File: config.mk
export PLATFORM = sky130hd
export DESIGN_NAME = out_wrapper_top
export DESIGN_NICKNAME = d
export VERILOG_FILES = /design/src/rtl/out_wrapper_pkg.sv /design/src/rtl/out_wrapper_fifo.sv /design/src/rtl/out_wrapper_top.sv
export SDC_FILE = /design/constraint.sdc
export NUM_CORES = 1
export LEC_CHECK = 0
export BUFFER_PORTS_ARGS = -buffer_cell sky130_fd_sc_hd__buf_2
export CAP_MARGIN = 10
export CELL_PAD_IN_SITES_DETAIL_PLACEMENT = 1
export CELL_PAD_IN_SITES_GLOBAL_PLACEMENT = 1
export CORE_MARGIN = 2
export CORE_UTILIZATION = 25
export CTS_CLUSTER_SIZE = 28
export DETAILED_ROUTE_END_ITERATION = 8
export PLACE_DENSITY_LB_ADDON = 0.2
export REMOVE_ABC_BUFFERS = 1
export SETUP_SLACK_MARGIN = 0.1
export SYNTH_ARGS = -nofsm -noshare
export SYNTH_HDL_FRONTEND = slang
export SYNTH_SLANG_ARGS = --single-unit
File: constraint.sdc
create_clock -name clk -period 2.8 [get_ports clk]
set_input_delay 0 -clock clk [delete_from_list [all_inputs] [get_ports clk]]
set_output_delay 0 -clock clk [all_outputs]
set_load 0.01 [all_outputs]
File: src/rtl/out_wrapper_pkg.sv
// ============================================================================
// Module   : out_wrapper_pkg
// Brief    : Shared types and widths for the FP result output wrapper.
// Revision : 1.0 - initial release
// ============================================================================
`default_nettype none

package out_wrapper_pkg;

  localparam int FLAG_W  = 5;
  localparam int WORD_W  = 32;
  localparam int ENTRY_W = FLAG_W + WORD_W;

  typedef enum logic [2:0] {
    Idle     = 3'd0,
    Load     = 3'd1,
    Offer0   = 3'd2,
    Release0 = 3'd3,
    Flag     = 3'd4,
    Offer1   = 3'd5,
    Release1 = 3'd6
  } state_e;

  typedef struct packed {
    logic [FLAG_W-1:0] flags;
    logic [WORD_W-1:0] result;
  } entry_t;

  function automatic logic is_offer(input state_e s);
    return (s == Offer0) || (s == Offer1);
  endfunction

endpackage

`default_nettype wire

File: src/rtl/out_wrapper_fifo.sv
// ============================================================================
// Module   : out_fifo
// Brief    : Power-of-two result FIFO with registered storage and occupancy count.
// Revision : 1.0 - initial release
// ============================================================================
`default_nettype none

module out_fifo #(
  parameter int DEPTH   = 4,
  parameter int ENTRY_W = 37
) (
  input  logic                     clk,
  input  logic                     rst,
  input  logic                     push_i,
  input  logic                     pop_i,
  input  logic [ENTRY_W-1:0]       din_i,
  output logic [ENTRY_W-1:0]       dout_o,
  output logic                     full_o,
  output logic                     empty_o,
  output logic [$clog2(DEPTH):0]   count_o
);

  localparam int PW = $clog2(DEPTH);
  localparam int CW = PW + 1;

  logic [ENTRY_W-1:0] mem_q [DEPTH];
  logic [PW-1:0]      wr_ptr_q;
  logic [PW-1:0]      rd_ptr_q;
  logic [CW-1:0]      count_q;
  logic [CW-1:0]      count_d;

  // Pointers wrap naturally because DEPTH is a power of two.
  always_ff @(posedge clk or negedge rst) begin
    if (!rst) begin
      wr_ptr_q <= '0;
      rd_ptr_q <= '0;
      count_q  <= '0;
    end else begin
      if (push_i) wr_ptr_q <= wr_ptr_q + PW'(1);
      if (pop_i)  rd_ptr_q <= rd_ptr_q + PW'(1);
      count_q <= count_d;
    end
  end

  always_comb begin
    count_d = count_q;
    case ({push_i, pop_i})
      2'b10:   count_d = count_q + CW'(1);
      2'b01:   count_d = count_q - CW'(1);
      default: count_d = count_q;
    endcase
  end

  always_ff @(posedge clk) begin
    if (push_i) mem_q[wr_ptr_q] <= din_i;
  end

  assign dout_o  = mem_q[rd_ptr_q];
  assign count_o = count_q;
  assign full_o  = (count_q == CW'(DEPTH));
  assign empty_o = (count_q == '0);

endmodule

`default_nettype wire

File: src/rtl/out_wrapper_top.sv
// ============================================================================
// Module   : out_wrapper_top
// Brief    : Buffers FP results and flags, then sends them over a four-phase
//            outReady/outAccepted handshake on a shared 32-bit bus.
// Revision : 1.0 - initial release
// ============================================================================
`default_nettype none

module out_wrapper_top
  import out_wrapper_pkg::*;
#(
  parameter int DEPTH      = 4,
  parameter bit SEND_FLAGS = 1'b1
) (
  input  logic              clk,
  input  logic              rst,
  input  logic              doneFP,
  input  logic [WORD_W-1:0] result,
  input  logic [FLAG_W-1:0] flags,
  input  logic              outAccepted,
  output logic [WORD_W-1:0] outBus,
  output logic              outReady,
  output logic              fifoFull,
  output logic              overflowErr
);

  localparam int CW = $clog2(DEPTH) + 1;

  state_e            state_q;
  state_e            state_d;
  logic [WORD_W-1:0] outbus_q;
  logic [FLAG_W-1:0] flag_q;
  logic              ready_q;
  logic              ovf_q;

  entry_t            din;
  entry_t            head;
  logic [ENTRY_W-1:0] fifo_dout;
  logic              fifo_full;
  logic              fifo_empty;
  logic [CW-1:0]     fifo_count;
  logic              push;
  logic              pop;
  logic              drop;

  assign din  = {flags, result};
  assign head = entry_t'(fifo_dout);

  // A full FIFO still accepts a new entry on the edge that frees a slot.
  assign pop  = (state_q == Load);
  assign push = doneFP && (!fifo_full || pop);
  assign drop = doneFP && fifo_full && !pop;

  out_fifo #(
    .DEPTH   (DEPTH),
    .ENTRY_W (ENTRY_W)
  ) u_fifo (
    .clk     (clk),
    .rst     (rst),
    .push_i  (push),
    .pop_i   (pop),
    .din_i   (din),
    .dout_o  (fifo_dout),
    .full_o  (fifo_full),
    .empty_o (fifo_empty),
    .count_o (fifo_count)
  );

  always_comb begin
    state_d = state_q;
    case (state_q)
      Idle:     if (!fifo_empty) state_d = Load;
      Load:     state_d = Offer0;
      Offer0:   if (outAccepted) state_d = Release0;
      Release0: if (!outAccepted) state_d = SEND_FLAGS ? Flag : Idle;
      Flag:     state_d = Offer1;
      Offer1:   if (outAccepted) state_d = Release1;
      Release1: if (!outAccepted) state_d = Idle;
      default:  state_d = Idle;
    endcase
  end

  // outReady is registered from the next state so it stays a clean Moore output.
  always_ff @(posedge clk or negedge rst) begin
    if (!rst) begin
      state_q  <= Idle;
      outbus_q <= '0;
      flag_q   <= '0;
      ready_q  <= 1'b0;
      ovf_q    <= 1'b0;
    end else begin
      state_q <= state_d;
      ready_q <= is_offer(state_d);
      if (state_q == Load) begin
        outbus_q <= head.result;
        flag_q   <= head.flags;
      end else if (state_q == Flag) begin
        outbus_q <= {{(WORD_W-FLAG_W){1'b0}}, flag_q};
      end
      if (drop) ovf_q <= 1'b1;
    end
  end

  assign outBus      = outbus_q;
  assign outReady    = ready_q;
  assign fifoFull    = (fifo_count == CW'(DEPTH));
  assign overflowErr = ovf_q;

endmodule

`default_nettype wire

=== After elaboration in Yosys (flattened, before gate mapping) ===
Memory sizes are Yosys's and may differ from the RTL's.
Cells that the tools add are included.
W data, S select, Z words.

* Mux-type cells: 11
* Add/sub/neg operators: 4
* Reductions and logical operators: 11
* Equality and inequality tests: 11

{| class="wikitable"
|+ Operators with widths
! cell !! number
|-
| $mux W32 || 2
|-
| $pmux W3 S7 || 1
|-
| $eq A3 B3 Y1 const B || 5
|-
| $mux W3 || 5
|-
| $eq A3 B2 Y1 const B || 3
|-
| $logic_not A3 Y1 || 2
|-
| $pmux W3 S2 || 1
|-
| $add A2 B1 Y2 const B || 2
|-
| $reduce_bool A2 Y1 || 2
|-
| $add A3 B1 Y3 const B || 1
|-
| $eq A3 B1 Y1 const B || 1
|-
| $logic_and A1 B1 Y1 || 3
|-
| $sub A3 B1 Y3 const B || 1
|-
| $eq A2 B1 Y1 const B || 1
|-
| $eq A2 B2 Y1 const B || 1
|-
| $logic_not A1 Y1 || 2
|-
| $logic_or A1 B1 Y1 || 2
|-
| $mux W1 || 2
|}

* Flip-flop bits (word level): 49
* Bits in writable memories: 148
* Input port bits: 41
* Output and inout port bits: 35
* Memories kept: 1
* Word-level logic and storage cells: 46

{| class="wikitable"
|+ Memories
! memory !! words !! width !! read ports !! clocked after memory_dff !! write ports !! RTL line !! source
|-
| u_fifo.mem_q || 4 || 37 || 1 || 0 || 1 || out_wrapper_fifo.sv:26 || <nowiki>logic [ENTRY_W-1:0] mem_q [DEPTH];</nowiki>
|}

=== Logic depth before layout (Yosys ltp) ===
Gate-level depths: netlist of the first run.

* Depth after elaboration: 6
* Mapped depth: 7
* Gate-level depth less buffers: 6

=== Modules after synthesis ===
Synthesis of the first run repeated with hierarchy kept, for this count alone.

* Cells, all modules: 378
* Area total of the unflattened synthesis: 7,669.9 um2

{| class="wikitable"
|+ Modules (own cells, without submodules)
! module !! cells each !! instances !! area each (um2) !! sequential area each (um2)
|-
| out_fifo || 230 || 1 || 5,728.0 || 4,619.4
|-
| out_wrapper_top || 148 || 1 || 1,941.9 || 1,051.0
|}

=== Worst setup path after synthesis of the first run ===
No wires, ideal clock.

* Path kind: register -> register
* From: register state_q[2]
* To: memory u_fifo.mem_q[0][0] (enable)
* Setup time: 0.398 ns
* Buffers on the path: 1
* Period minus slack after synthesis: 2.457 ns
* Setup slack: 0.343 ns
* Arrival: 2.059 ns
* Cell stages (with the launch flop): 5
* Data required time: 2.402 ns
* Path through: dfrtp_1 > buf_6 > or3b_4 > a21boi_4 > and2_1

* Longest elaborated chain between the ends: 5

{| class="wikitable"
|+ Ends and longest elaborated chain
! element !! RTL line !! source
|-
| start: declaration || out_wrapper_top.sv:29 || <nowiki>state_e state_q;</nowiki>
|-
| start signal: assignment || out_wrapper_top.sv:86 || <nowiki>state_q <= Idle;</nowiki>
|-
| start signal: assignment || out_wrapper_top.sv:92 || <nowiki>state_q <= state_d;</nowiki>
|-
| $eq A3 B1 Y1 || out_wrapper_top.sv:50 || <nowiki>assign pop = (state_q == Load);</nowiki>
|-
| $logic_or A1 B1 Y1 || out_wrapper_top.sv:51 || <nowiki>assign push = doneFP && (!fifo_full || pop);</nowiki>
|-
| $logic_and A1 B1 Y1 || out_wrapper_top.sv:51 ||
|-
| $mux W1 || out_wrapper_fifo.sv:55 || <nowiki>if (push_i) mem_q[wr_ptr_q] <= din_i;</nowiki>
|-
| $mux W1 (not written as such) || out_wrapper_fifo.sv:55 ||
|-
| end: declaration || out_wrapper_fifo.sv:26 ||
|}

No other way between the ends.

=== Worst setup path after layout of the first run ===
* From: register state_q[0]
* To: memory u_fifo.mem_q[2][23] (enable)

The elaborated chain is that of the path after synthesis.

==> results of run 1 <==
## final timing paths
path | startpoint | to | slack [ns] | cells after the start
max reg2reg | state_q[0] | u_fifo.mem_q[2][23] | 0.46 | 4
min | result[27] | u_fifo.mem_q[3][27] | 0.31 | 2
min reg2reg | flag_q[2] | flag_q[2] | 0.47 | 2
min in group asynchronous | rst | outBus[14] | 0.51 | 3
max in group asynchronous | rst | outBus[29] | 1.58 | 5
max | state_q[0] | u_fifo.mem_q[2][23] | 0.46 | 4
## area by class of cell
cell class | count | area [um^2] | area share
Sequential cell | 197 | 5680 | 0.606
Inverter | 8 | 30.0 | 0.00320
Clock inverter | 15 | 140 | 0.0150
Clock buffer | 17 | 425 | 0.0454
Timing Repair Buffer | 130 | 966 | 0.103
Multi-Input combinational cell | 144 | 1650 | 0.176
Tap cell | 390 | 488 | 0.0521
Antenna cell | 1 | 2.50 | 0.000267
## worst max-delay path, delay by kind of cell (launching register included)
| kind | cells | cell delay [ns] |
|---|---|---|
| AOI/OAI and AO/OA | 1 | 0.26 |
| buffers and inverters | 1 | 0.22 |
| DFF | 1 | 0.55 |
| and+or+nand+nor | 2 | 1.00 |
## per-stage QoR
step / cells / util
after floorplan: 349 / -
after global routing: 902 / 0.318
after global placement: 827 / 0.284
after CTS: 899 / 0.317
final: 902 / 0.318
after detailed placement: 827 / 0.284
## per-layer routing
metal,share of wire,track usage,vias to the layer above
li1,-,-,1737
met1,0.48,0.163,2022
met2,0.48,0.184,79
met3,0.036,0.0258,13
met4,0.0088,0.0320,0
met5,0,0,-
## logic make-up (layout without fill, tap and decap cells)
logic type      count (synthesis)  in the layout  share of synthesized area
buf+inv                        29            170                     0.0201
mux                            39             39                      0.115
compound gates                 54             54                     0.0598
flops                         197            197                      0.761
other cells                     0              1                          0
xor+xnor                        5              5                    0.00587
simple gates                   41             41                     0.0295
fa+ha+maj                       5              5                    0.00940
## cells in the final DEF, fill, tap and decap left out, drive strengths merged, types with 4 or more instances in the layout
master	count
edfxtp	148
xnor2	4
dlygate4sd3	41
a21oi	6
ha	4
and2	4
buf	89
a22o	27
dfrtp	49
o21ai	4
clkbuf	17
nand2	24
inv	15
a41oi	5
mux4	37
clkinv	5
## state kept, by name, indices dropped and copies added (netlist names)
signal,count
state_q,3
flag_q,5
u_fifo.mem_q,148
outReady,1
u_fifo.rd_ptr_q,2
u_fifo.count_o,3
outBus,32
overflowErr,1
u_fifo.wr_ptr_q,2
## power groups by stage
stage               registers, mW  logic, mW  clock network [mW]
floorplan                    4.57       1.63                   0
global placement             4.59       2.77                   0
detailed placement           4.62       2.80                   0
CTS                          4.57       2.86                2.44
global route                 4.66       3.07                2.55
finish                       4.53       2.77                2.35
==> impl_results.md, run 1 <==
* Outcome: complete, no violations
* #FFs+latches synth at 197
* Port Buffers at 75
* Predominant post-synthesis flop cell: edfxtp_1
* Top Ports at 76
* Hold Slack at 0.312 ns
* Async SR Flop Fraction at 0.249
* Die X at 177 um
* Rel. slew slack at 0.442
* Vias at 3,851
* Measured slew at the worst slew-check pin at 0.836 ns
* Final HPWL DP at 10.5 mm
* Layout filler cell count at 3,033
* Total global-route track usage at 0.117
* Most numerous cell in the Yosys netlist: edfxtp_1
* Antenna violations before repair at 1
* Antenna-violating nets left at 0
* Buffer depth of the longest clock path at 2
* Clock transition at path regs at 0.08 ns
* WL/cell at 18.9 um
* Initial Util at 0.253
* RSZ-0062 raised after global routing: false
* Combinational Power Share at 0.287
* CTS-repair resized insts at 0
* Clock sink count at 197
* EDFF count, synth at 148
* Clock power frac at 0.244
* CP Capture Type: register
* CP cell instances: or3b_4, a21boi_4, and2_2, buf_12
* Ratio of cells with drive above 1 in the final layout at 0.333
* Die Area at 0.0312 mm^2
* Post-place setup slack at 0.433 ns
* Clock buffer count from CTS at 17
* Design Power at 9.65 mW
* Setup Skew at 0.0115 ns
* Largest net degree at the start of global routing at 41
* Max cap viols at 0
* Synth-to-layout area growth at 25.7%
* Final wirelength at 17.0 mm
* Post-DP Area at 0.00837 mm^2
* Fin crit share at 0.835
* CTS H-tree depth at 4
* Final hold viol count at 0
* First-pass GRT wire length at 26.8 mm
* Setup violators final at 0
* Top cell type's share of synthesized area at 0.596
* Largest area contributor in the netlist: edfxtp_1
* Final net count at 544
* Synth warn at 0
* Design area at 0.00937 mm^2
* Mean Syn Cell Area at 20.1 um^2
* P_int at 6.53 mW
* Max frequency at 428 MHz
* Leakage at 3.39 nW
* Register area share after synthesis at 0.761
* Top post-synthesis cells by area: edfxtp_1 (60%), dfrtp_1 (16%), mux4_2 (11%)
* GRT Residual Overflow at 0
* # hold bufs at CTS at 40
* Worst-Skew Late Latency at 0.43 ns
* Switch share at 0.324
* PD cells at 1030 mW/mm^2
* Max Transition Viols Final at 0
* CTS tree: yes
* Clock root cell: clkbuf_16
* Setup_tns at 0 ns
* Initial drt markers at 260
* Synth Instances at 370
* Core Region at 0.0295 mm^2
* GPL Wtd Cong at 0.687
* CP max-delay cell: dfrtp_1
* Height of the die at 177 um
* Seq pwr share at 0.470
* DRC viols at 0
* CP Class: reg -> reg
* Post-synth top cells: edfxtp_1 (148), dfrtp_1 (49), mux4_2 (37)
* Area of the mapped netlist at 0.00745 mm^2
* Hold WC Path Type: in -> reg
* Fin worst setup slack at 0.463 ns
* Via density per instance at 4.27
* Detailed Routing Iterations Pass 1 at 4
* Startpoint Class: register
* Post-route minimum period at 2.34 ns
* Unique cell type count in the Yosys netlist at 40
* # rows at 63
* Setup bufs post-CTS at 0
* Arr. time, crit path at 2.47 ns
* Worst Path Max Fanout at 13
* Net Switching at 3.12 mW
* Number of global-route vias before repair at 4,312
* Critical path data required time at 2.94 ns
* Worst vdd ir at 461 uV
* Crit-path max cell delay at 0.55 ns
No activity file was read; power rests on OpenSTA's default activity.
==> run 2, diff against run 1 <==
clock period = 2.3 ns   (was 2.8 ns; I/O delays follow)
==> impl_results.md, run 2 (synthesized netlist as in run 1, its figures left out) <==
* Hold WC Path Type: in -> async
* Max cap viols at 0 (unchanged)
* Worst Path Max Fanout at 27 (+14)
* Vias at 3,858 (+0.18%)
* Setup violators final at 0 (unchanged)
* Rel. slew slack at 0.507 (+0.0644)
* PD cells at 1280 mW/mm^2 (+24%)
* Ratio of cells with drive above 1 in the final layout at 0.336 (+0.00326)
* Gr busiest metal: met2
* Max Transition Viols Final at 0 (unchanged)
* WL/cell at 18.4 um (-2.5%)
* Measured slew at the worst slew-check pin at 0.740 ns (-0.0957 ns)
* GPL Wtd Cong at 0.670 (-2.4%)
* Antenna-violating nets left at 0 (unchanged)
* Final net count at 545 (+0.18%)
* Placed insts at 830 (+0.36%)
* Worst-Skew Late Latency at 0.43 ns (about the same)
* Antenna violations before repair at 0 (-1)
* Largest net degree at the start of global routing at 40 (-2.4%)
* CTS H-tree depth at 4 (unchanged)
* RSZ-0062 raised after global routing: false
* Reg2Reg Depth at 4 (unchanged)
* Initial Util at 0.253 (unchanged)
* Clock root cell: clkbuf_16
* CTS tree: yes
* Commonest non-fill, non-tap cell in the layout: edfxtp_1
* Total global-route track usage at 0.113 (-0.00351)
* Final wirelength at 16.6 mm (-2.5%)
* Setup Skew at 0.0116 ns (+0.0000639 ns)
* DRC viols at 0 (unchanged)
* Height of the die at 177 um (unchanged)
* Startpoint Class: register
* Core Region at 0.0295 mm^2 (unchanged)
* N_diodes at 0 (-1)
* Via density per instance at 4.28 (+0.18%)
* Layout filler cell count at 3,024 (-0.30%)
* Detailed Routing Iterations Pass 1 at 4 (unchanged)
* Fin crit share at 0.889 (+0.0542)
* Setup bufs post-CTS at 0 (unchanged)
* Clock transition at path regs at 0.07 ns (about the same)
* Most frequent cells in the layout: edfxtp_1 (148), buf_2 (75), dfrtp_1 (47), dlygate4sd3_1 (40), mux4_2 (37)
* Top Ports at 76 (unchanged)
* First-pass GRT wire length at 26.1 mm (-2.7%)
* Max reg flops at 148 (unchanged)
* Initial drt markers at 293 (+13%)
* Grt met2 use at 0.179 (-0.00586)
* Worst vdd ir at 483 uV (+4.7%)
* Outcome: complete, no violations
* FF-to-FF setup slack at 0.26 ns (-0.21 ns)
* Clock sink count at 197 (unchanged)
* Met3 Track Usage GR at 0.0275 (+0.00172)
* # rows at 63 (unchanged)
* Max frequency at 489 MHz (+14%)
* Leakage at 3.44 nW (+1.6%)
* CP Class: reg -> reg
* Buffer depth of the longest clock path at 2 (unchanged)
* End-of-flow core utilization at 0.321 (+0.00323)
* Synth-to-layout area growth at 27.0%
* Biggest register: u_fifo.mem_q
* Cell Count, Final, Fillers Out at 902 (unchanged)
* Die X at 177 um (unchanged)
* Reg area at 0.00568 mm^2 (unchanged)
* Final hold viol count at 0 (unchanged)
* Port Buffers at 75 (unchanged)
* Clock buffer count from CTS at 17 (unchanged)
* Post-route minimum period at 2.04 ns (-0.293 ns)
* Final HPWL DP at 10.6 mm (+0.73%)
* Number of global-route vias before repair at 4,299 (-0.30%)
* Die Area at 0.0312 mm^2 (unchanged)
* Critical path data required time at 2.42 ns (-0.52 ns)
* CP Capture Type: register
* Arr. time, crit path at 2.16 ns (-0.31 ns)
* Multi-input logic area at 0.00165 mm^2 (+0.53%)
* GRT Residual Overflow at 0 (unchanged)
* GR Util met1 at 0.157 (-0.00572)
==> run 2: repair_timing <==
| item | 4_1_cts | 5_1_grt |
|---|---|---|
| hold buffers | 40 | 0 |
| resized for setup | 0 | 1 |
| hold endpoints to repair | 175 | 0 |
| endpoints found under the setup margin | 0 | 1 |
==> run 2: per-stage QoR <==
step / area, um^2 / total power [mW] / hold WS [ns] / worst slack (ns) / TNS, ns
2_1_floorplan: 7330 / 7.55 / -0.296 / -0.283 / -42.82
3_3_place_gp: 8430 / 9.02 / 0.0979 / 0.276 / 0
3_5_place_dp: 8430 / 9.13 / 0.110 / 0.220 / 0
4_1_cts: 9460 / 12.3 / 0.198 / 0.194 / 0
5_1_grt: 9470 / 12.8 / 0.208 / 0.116 / 0
6_report: 9470 / 12.1 / 0.177 / 0.256 / 0
==> run 2: routing by layer <==
metal  part of all wire  vias to the layer above  wire length, um
met5                  0                        -                0
met4              0.010                        0              172
met3              0.035                       14              575
met2               0.48                       72             7920
met1               0.48                     2026             7940
li1                   -                     1746                -
==> run 2: final cells by class <==
type / instances / share of cell area
Tap cell: 390 / 0.0515
Sequential cell: 197 / 0.599
Clock inverter: 15 / 0.0210
Timing Repair Buffer: 131 / 0.105
Clock buffer: 17 / 0.0449
Multi-Input combinational cell: 144 / 0.175
Inverter: 8 / 0.00317
==> run 2: path summary, 6_finish.rpt <==
kind                                  endpoint       start
max                        u_fifo.mem_q[1][10]  state_q[0]
min                         u_fifo.rd_ptr_q[0]         rst
max reg2reg                u_fifo.mem_q[1][10]  state_q[0]
min reg2reg                          flag_q[4]   flag_q[4]
max in group asynchronous           outBus[25]         rst
min in group clk           u_fifo.mem_q[1][25]  result[25]
==> run 2: power breakdown <==
| group | total, mW | switching [mW] | internal, mW |
|---|---|---|---|
| clock | 3.12 | 1.38 | 1.74 |
| combinational | 3.58 | 1.81 | 1.77 |
| sequential | 5.40 | 0.574 | 4.82 |
| total | 12.1 | 3.76 | 8.34 |
==> run 2: critical path, cell delays in order, from the launching register on <==
cell      delay [ns]
dfrtp_1         0.56
or3b_4          0.45
a21boi_4        0.26
and2_2          0.23
buf_12          0.22
==> run 3, diff against run 2 <==
CTS_CLUSTER_SIZE = unset   (was 28)
RECOVER_POWER = 100   (was unset)
==> impl_results.md, run 3 (synthesized netlist as in run 1, its figures left out) <==
* PD cells at 1280 mW/mm^2 (+0.24%)
* Worst vdd ir at 489 uV (+1.2%)
* Initial drt markers at 305 (+4.1%)
* Port Buffers at 75 (unchanged)
* Total global-route track usage at 0.113 (unchanged)
* Placed insts at 830 (unchanged)
* Initial Util at 0.253 (unchanged)
* Final hold viol count at 0 (unchanged)
* Buffer depth of the longest clock path at 2 (unchanged)
* Final wirelength at 16.6 mm (-0.11%)
* Largest net degree at the start of global routing at 40 (unchanged)
* Max frequency at 480 MHz (-1.9%)
* RSZ-0062 raised after global routing: false
* CTS tree: yes
* Die X at 177 um (unchanged)
* Synth-to-layout area growth at 25.4%
* Number of global-route vias before repair at 4,299 (unchanged)
* Setup violators final at 0 (unchanged)
* Outcome: complete, but fails checks
* Fin worst setup slack at 0.217 ns (-0.0390 ns)
* Worst-Skew Late Latency at 0.43 ns (about the same)
* N_diodes at 0 (unchanged)
* Top Ports at 76 (unchanged)
* Layout filler cell count at 3,055 (+1.0%)
* CP Class: reg -> reg
* Antenna violations before repair at 0 (unchanged)
* Post-route minimum period at 2.08 ns (+0.0390 ns)
* Max Transition Viols Final at 22 (+22)
* Measured slew at the worst slew-check pin at 1.77 ns (+1.03 ns)
* Via density per instance at 4.28 (about the same)
* Worst Path Max Fanout at 10 (-63%)
* Arr. time, crit path at 2.19 ns (+0.03 ns)
* CTS H-tree depth at 4 (unchanged)
* Reg2Reg Depth at 4 (unchanged)
* Startpoint Class: register
* Hold Slack at 0.375 ns (+0.198 ns)
* Switch share at 0.314 (+0.00332)
* GPL Wtd Cong at 0.670 (unchanged)
* Vias at 3,859 (+0.026%)
* Core Region at 0.0295 mm^2 (unchanged)
* Clock sink count at 197 (unchanged)
* Commonest non-fill, non-tap cell in the layout: edfxtp_1
* GRT Residual Overflow at 0 (unchanged)
* Detailed Routing Iterations Pass 1 at 5 (+1)
* DRC viols at 0 (unchanged)
* End-of-flow core utilization at 0.317 (-0.00412)
* Clock buffer count from CTS at 17 (unchanged)
* Final net count at 545 (unchanged)
* Hold WC Path Type: in -> reg
* Seq pwr share at 0.450 (+0.004)
* Ratio of cells with drive above 1 in the final layout at 0.189 (-0.146)
* Max reg flops at 148 (unchanged)
* P_int at 8.21 mW (-1.5%)
* Final HPWL DP at 10.6 mm (unchanged)
* Clock power frac at 0.261 (+0.003)
* WL/cell at 18.4 um (-0.11%)
* Fin crit share at 0.906 (+0.0170)
* Clock transition at path regs at 0.07 ns (about the same)
* Cell Count, Final, Fillers Out at 902 (unchanged)
* Combinational Power Share at 0.288 (-0.008)
* Clock root cell: clkbuf_16
* CP Capture Type: register
* Worst hold stages at 2
* Post-place setup slack at 0.220 ns (unchanged)
* Setup bufs post-CTS at 0 (unchanged)
* Net Switching at 3.76 mW (about the same)
* Antenna-violating nets left at 0 (unchanged)
* First-pass GRT wire length at 26.1 mm (unchanged)
* Biggest register: u_fifo.mem_q
* Design Power at 12.0 mW (-1.0%)
* Setup Skew at 0.0116 ns (+0.0000182 ns)
* Most frequent cells in the layout: edfxtp_1 (148), clkbuf_1 (73), dfrtp_1 (47), dlygate4sd3_1 (40), mux4_2 (37)
* Failing checks: max-capacitance violations, max-slew violations
* Max cap viols at 1 (+1)
* Critical path data required time at 2.41 ns (about the same)
* Die Area at 0.0312 mm^2 (unchanged)
* Rel. slew slack at -0.180 (-0.686)
* Height of the die at 177 um (unchanged)
* # rows at 63 (unchanged)
* Leakage at 3.21 nW (-6.6%)
run 3: changes by cell type in the layout (fill, tap and decap cells not counted), sizes merged:
cell    change
clkbuf     +76
buf        -76
run 3: cell type report:
| type | instances | area [um^2] | area share |
|---|---|---|---|
| clock buffers | 17 | 425 | 0.0455 |
| clock inverters | 15 | 199 | 0.0213 |
| inverters | 8 | 30.0 | 0.00321 |
| multi-input cells | 144 | 1650 | 0.176 |
| flip-flops and latches | 197 | 5670 | 0.607 |
| well taps | 390 | 488 | 0.0522 |
| repair buffers | 131 | 885 | 0.0946 |
run 3: path summary, 6_finish.rpt:
| path | startpoint | endpoint | slack, ns |
|---|---|---|---|
| worst max-delay path | state_q[2] | u_fifo.mem_q[3][5] | 0.22 |
| worst min-delay path | result[25] | u_fifo.mem_q[1][25] | 0.37 |
| worst max register to register | state_q[2] | u_fifo.mem_q[3][5] | 0.22 |
| worst min register to register | flag_q[4] | flag_q[4] | 0.47 |
| max in group asynchronous | rst | u_fifo.rd_ptr_q[1] | 0.55 |
| min in group asynchronous | rst | u_fifo.rd_ptr_q[0] | 0.59 |
run 3: repair_timing:
item                       4_1_cts  5_1_grt
hold endpoints to repair       175        0
hold buffers                    40        0
setup endpoints to repair        0        1
gates resized for setup          0        1
run 3: stage by stage:
stage | setup TNS [ns] | cell area [um^2]
after floorplan | -42.82 | 7330
after global placement | 0 | 8430
after detailed placement | 0 | 8430
after CTS | 0 | 9460
after global routing | 0 | 9350
final | 0 | 9350
run 3: layer usage:
| layer | share of wire | global-route usage | up-vias |
|---|---|---|---|
| met5 | 0 | 0 | - |
| met2 | 0.48 | 0.179 | 69 |
| li1 | - | - | 1749 |
| met3 | 0.033 | 0.0275 | 14 |
| met1 | 0.48 | 0.157 | 2027 |
| met4 | 0.011 | 0.0300 | 0 |
run 3: power groups by stage:
| stage | clock [mW] | combinational [mW] | sequential, mW |
|---|---|---|---|
| 6_report | 3.13 | 3.45 | 5.39 |
| 5_1_grt | 3.35 | 3.82 | 5.53 |
| 2_1_floorplan | 0 | 1.98 | 5.57 |
| 3_3_place_gp | 0 | 3.58 | 5.44 |
| 4_1_cts | 3.22 | 3.71 | 5.41 |
| 3_5_place_dp | 0 | 3.64 | 5.49 |
run 3: worst max-delay path: stages, from the launching register on:
cell	delay, ns
dfrtp_1	0.52
or3b_1	0.49
a21boi_4	0.27
and2_2	0.23
clkbuf_2	0.26
